**src/rtl/fe_atr_sequencer.sv**
```systemverilog
// fe_atr_sequencer: per-radio front-end ATR code sequencer with TX guard intervals.
// FE_ATR_GUARD_EN builds the guard FSM; without it gpio_out simply follows code[{run_tx,run_rx}].
module fe_atr_sequencer #(
    parameter logic [7:0]  SR_BASE          = 8'd0,
    parameter logic [15:0] TX_ON_DELAY_RST  = 16'd40,
    parameter logic [15:0] TX_OFF_DELAY_RST = 16'd40
) (
    input  logic        radio_clk,
    input  logic        radio_rst,
    input  logic        set_stb,
    input  logic [7:0]  set_addr,
    input  logic [31:0] set_data,
    input  logic        run_rx,
    input  logic        run_tx,
    output logic [7:0]  gpio_out,
    output logic        busy
);
    logic [7:0] code [4];
    logic [1:0] t;
    assign t = {run_tx, run_rx};
    always_ff @(posedge radio_clk) begin
        for (int i = 0; i < 4; i++)
            if (radio_rst)
                code[i] <= 8'h00;
            else if (set_stb && set_addr == SR_BASE + 8'(i))
                code[i] <= set_data[7:0];
    end
`ifdef FE_ATR_GUARD_EN
    localparam logic [1:0] STABLE = 2'd0, ON_WAIT = 2'd1, OFF_WAIT = 2'd2;
    logic [1:0]  state, state_n, cur, cur_n;
    logic [15:0] cnt, cnt_n, on_dly, off_dly;
    logic        dly_wr;
    assign dly_wr = set_stb && set_addr == SR_BASE + 8'd4;
    always_comb begin
        state_n = state;
        cur_n   = cur;
        cnt_n   = cnt;
        case (state)
            STABLE:
                if (cur[1] && !t[1]) begin
                    state_n = OFF_WAIT;
                    cnt_n   = off_dly;
                end else if (t[1] && !cur[1]) begin
                    cur_n   = t;
                    state_n = ON_WAIT;
                    cnt_n   = on_dly;
                end else
                    cur_n = t;
            ON_WAIT: begin
                // losing TX here needs no off guard: tx_enable never went high
                cur_n = t;
                if (!t[1] || cnt == 16'd0) state_n = STABLE;
                else cnt_n = cnt - 16'd1;
            end
            OFF_WAIT:
                if (cnt == 16'd0) begin
                    cur_n   = {1'b0, t[0]};
                    state_n = STABLE;
                end else
                    cnt_n = cnt - 16'd1;
            default: state_n = STABLE;
        endcase
    end
    // tx_enable is only passed through once the next state is settled
    always_ff @(posedge radio_clk) begin
        if (radio_rst) begin
            state    <= STABLE;
            cur      <= 2'b00;
            cnt      <= 16'd0;
            on_dly   <= TX_ON_DELAY_RST;
            off_dly  <= TX_OFF_DELAY_RST;
            gpio_out <= 8'h00;
            busy     <= 1'b0;
        end else begin
            state    <= state_n;
            cur      <= cur_n;
            cnt      <= cnt_n;
            on_dly   <= dly_wr ? set_data[15:0] : on_dly;
            off_dly  <= dly_wr ? set_data[31:16] : off_dly;
            gpio_out <= state_n == STABLE ? code[cur_n] : {1'b0, code[cur_n][6:0]};
            busy     <= state_n != STABLE;
        end
    end
`else
    logic unused_dly;
    assign unused_dly = ^set_data[31:8];
    assign busy = 1'b0;
    always_ff @(posedge radio_clk) begin
        if (radio_rst) gpio_out <= 8'h00;
        else gpio_out <= code[t];
    end
`endif
endmodule

```
**config.mk**
```make
export PLATFORM = sky130hd
export DESIGN_NAME = fe_atr_sequencer
export DESIGN_NICKNAME = d
export VERILOG_FILES = /design/src/rtl/fe_atr_sequencer.sv
export SDC_FILE = /design/constraint.sdc
export NUM_CORES = 1
export LEC_CHECK = 0
export ABC_AREA = 0
export CAP_MARGIN = 10
export CORE_MARGIN = 4
export CORE_UTILIZATION = 30
export CTS_CLUSTER_SIZE = 40
export DETAILED_ROUTE_END_ITERATION = 8
export SLEW_MARGIN = 10
export SYNTH_ARGS = -nofsm -noshare
export SYNTH_HDL_FRONTEND = slang
export SYNTH_SLANG_ARGS = --single-unit
```
**constraint.sdc**
```tcl
create_clock -name radio_clk -period 2.8 [get_ports radio_clk]
set_clock_uncertainty 0.1 [all_clocks]
set_input_delay 0.28 -clock radio_clk [delete_from_list [all_inputs] [get_ports radio_clk]]
set_output_delay 0.28 -clock radio_clk [all_outputs]
set_load 0.05 [all_outputs]
```
==> impl_summary.txt <==
----------------------------------------------------
[Layout]
  Nets ... 198
  Layout Area Growth over Synthesis ... 25.25%
  Share of post-route cells with drive strength above 1 ... a little under a fifth
  Final standard cell utilization of the core ... around two fifths
  Filler instances ... between 500 and 600
  Post-route cell area ... 2228 um2
  Antenna diode count ... 0

[CTS]
  H-tree depth ... 2
  Latest clock arrival within the worst-skew pair ... 0.29 ns
  Clk buf depth ... 2
  CTS Sinks ... 40
  TritonCTS clock tree ... done
  Number of buffers added by the clock tree synthesis step ... 5
  Post-CTS setup buffer count ... 0
  Hold-fix buffers, CTS ... 0
  Clock root buffer ... clkbuf_8
  Register clock-pin slew on the reported worst setup and hold paths ... 0.07 ns
  Post-CTS sizing ... 0

[Die]
  Initial Utilization ... 31.54%
  Horiz. Die Dim ... 85.01 um
  Die Outline Area ... 7227 um2
  Area of the core region ... around 5600 um2
  Ports ... 54
  Number of placement rows ... 27
  Chip height ... 85.01 um

[Synthesis]
  Yosys top cell by area ... edfxtp_1
  Area share of the leading cell type in the synthesized netlist ... 54.01%
  Most area-consuming cells after synthesis ... edfxtp_1, nor4_1, mux4_2
  Number of different library cells in the post-synthesis netlist ... 20
  Most common flop cell mapped by yosys ... edfxtp_1
  Mean post-synth cell area ... 14.35 um2
  Synth cell count leaders ... edfxtp_1, nor4_1, inv_1
  Syn Std Cell Area ... 1779 um2
  Synth Net Count ... 169
  Sequential area share after synthesis ... 63.01%
  Most frequently used cell type in the post-synthesis netlist ... edfxtp_1
  FFs w/ async S/R, synth ... 0%
  Mapped Cells ... 124
  Number of synthesized register bits ... 40
  Post-synth EDFFs ... 32
  Yosys Warn Count ... 0

[Detailed routing]
  Ratio of routed vias to standard cells ... 4.982
  Number of detailed-route iterations in the first pass ... 4
  Number of violations reported at the end of detailed-routing iteration 0 ... between 70 and 80
  Average wire length per cell after detail routing ... 15.48 um
  Vias post-DR ... roughly 1100
  Residual DRC ... 0
  Total detailed-routing wirelength ... 3.498 mm
  ANT nets after route ... 0

[Timing]
  # setup viols final ... 0
  Achievable frequency ... ~470 MHz
  Final count of pins violating max slew ... 0
  Total Neg Setup Slack ... 0 ns
  Ratio of final minimum period to clock period ... 76.61%
  Hold Fails Final Rpt ... 0
  Slew at the pin with the worst max-slew slack ... 0.6421 ns
  Min Tclk post-route ... 2.145 ns
  Max transition margin ... ~57%
  Setup repair after global routing missed its margin ... no

[Global route]
  Via count of the first global-routing pass ... around 1100
  Aggregate global routing overflow ... 0
  Global routing usage summed across all routing layers ... between 10% and 20%
  Number of antenna violations at the first check in global routing ... 0
  Maximum number of pins on one net before global-route repair ... 37
  Global-route wire length before repair ... 5.782 mm

[Setup path]
  Critical-path cell list ... clkdlybuf4s50_1 -> or4_4 -> o31ai_1 -> buf_4
  Critical path data required time ... 2.71 ns
  Maximum net fanout on the critical path ... 36
  Start-to-end type of the worst setup path ... input port to register
  Slowest stage delay, CP ... roughly 0.74 ns
  Element type at the critical path end ... register
  Data arrival time of the critical path ... 2.06 ns
  Master of the slowest instance on the critical path ... or4_4
  Startpoint types ... input port

[Placement]
  Routability congestion estimate from global placement ... around 0.73
  HPWL Detailed ... approximately 2.4 mm
  Number of buffers added on ports ... 28
  Area post-placement ... 2122 um2

[Min path]
  Hold/Removal Path Class ... register to register

[Power]
  Leakage power summed over all cells ... 0.7186 nW
  Cell Pwr Density ... 584.8 nW/um2
  Tot Pwr ... 0.001303 W
  Peak supply drop ... around 0.2 mV

[Flow run]
  MaxCap Viol Count ... 0

[Status]
  Result of the run ... finished clean

----------------------------------------------------
worst paths after layout:
kind                                 start                       end  slack, ns  cells after the start
setup / recovery               set_addr[3]  code[2][4]$_SDFFCE_PN0P_       0.65                      4
hold / removal    code[2][1]$_SDFFCE_PN0P_    gpio_out[1]$_SDFF_PP0_       0.57                      2
setup reg to reg  code[3][6]$_SDFFCE_PN0P_    gpio_out[6]$_SDFF_PP0_       1.60                      2
hold reg to reg   code[2][1]$_SDFFCE_PN0P_    gpio_out[1]$_SDFF_PP0_       0.57                      2
flip-flops by register name, summed over array words and instances (netlist names):
name / cells
code: 32
gpio_out: 8
worst max-delay path: cells and delay by family:
kind	cells	cell delay (ns)
compound gates	1	0.42
buf+inv	2	0.60
simple gates	1	0.74
area by class of cell:
type                    count  area [um2]  area share [%]
flip-flops and latches     40        1121           50.31
inverters                   9       33.78           1.516
well taps                  72       90.09           4.043
repair buffers             37       347.8           15.61
clock inverters             3       37.54           1.684
multi-input cells          60       529.3           23.75
clock buffers               5       68.82           3.088
kinds of logic (layout without fill, tap and decap cells):
family	count (synthesis)	count (layout)	share of synthesized area [%]
AND/OR/NAND/NOR	47	47	17.72
flip-flops	40	40	63.01
buffers and inverters	24	54	7.243
multiplexers	8	8	10.13
AO/OA/AOI/OAI	4	4	1.688
other	1	1	0.2108
per-layer routing:
metal | share of wire [%] | global-route usage (%)
met2 | 48 | 15.82
met1 | 44 | 14.13
met4 | 2.1 | 4.748
met5 | 0 | 0
met3 | 5.1 | 2.136
through the flow:
| stage | worst slack [ns] | hold slack (ns) | cells |
|---|---|---|---|
| 6_report | 0.6549 | 0.5655 | 226 |
| 5_1_grt | 0.6024 | 0.5831 | 226 |
| 4_1_cts | 0.6795 | 0.5689 | 226 |
| 3_5_place_dp | 0.3750 | 0.5485 | 218 |
| 3_3_place_gp | 0.3990 | 0.5399 | 218 |
| 2_1_floorplan | 0.5000 | 0.3636 | 124 |
where the power goes:
part           total (W)  internal (W)  switching, W
logic           0.000167     0.0000748     0.0000922
registers       0.000680      0.000672    0.00000792
clock network   0.000456      0.000260      0.000197
cell usage in the layout (no fill, tap or decap), drive strengths merged, types with 4 or more instances in the layout:
cell type / n
o31ai: 4
nor4: 32
dfxtp: 8
inv: 9
edfxtp: 32
clkbuf: 5
mux4: 8
and2: 8
clkdlybuf4s50: 28
buf: 9
(Power assumes the default switching activity.)
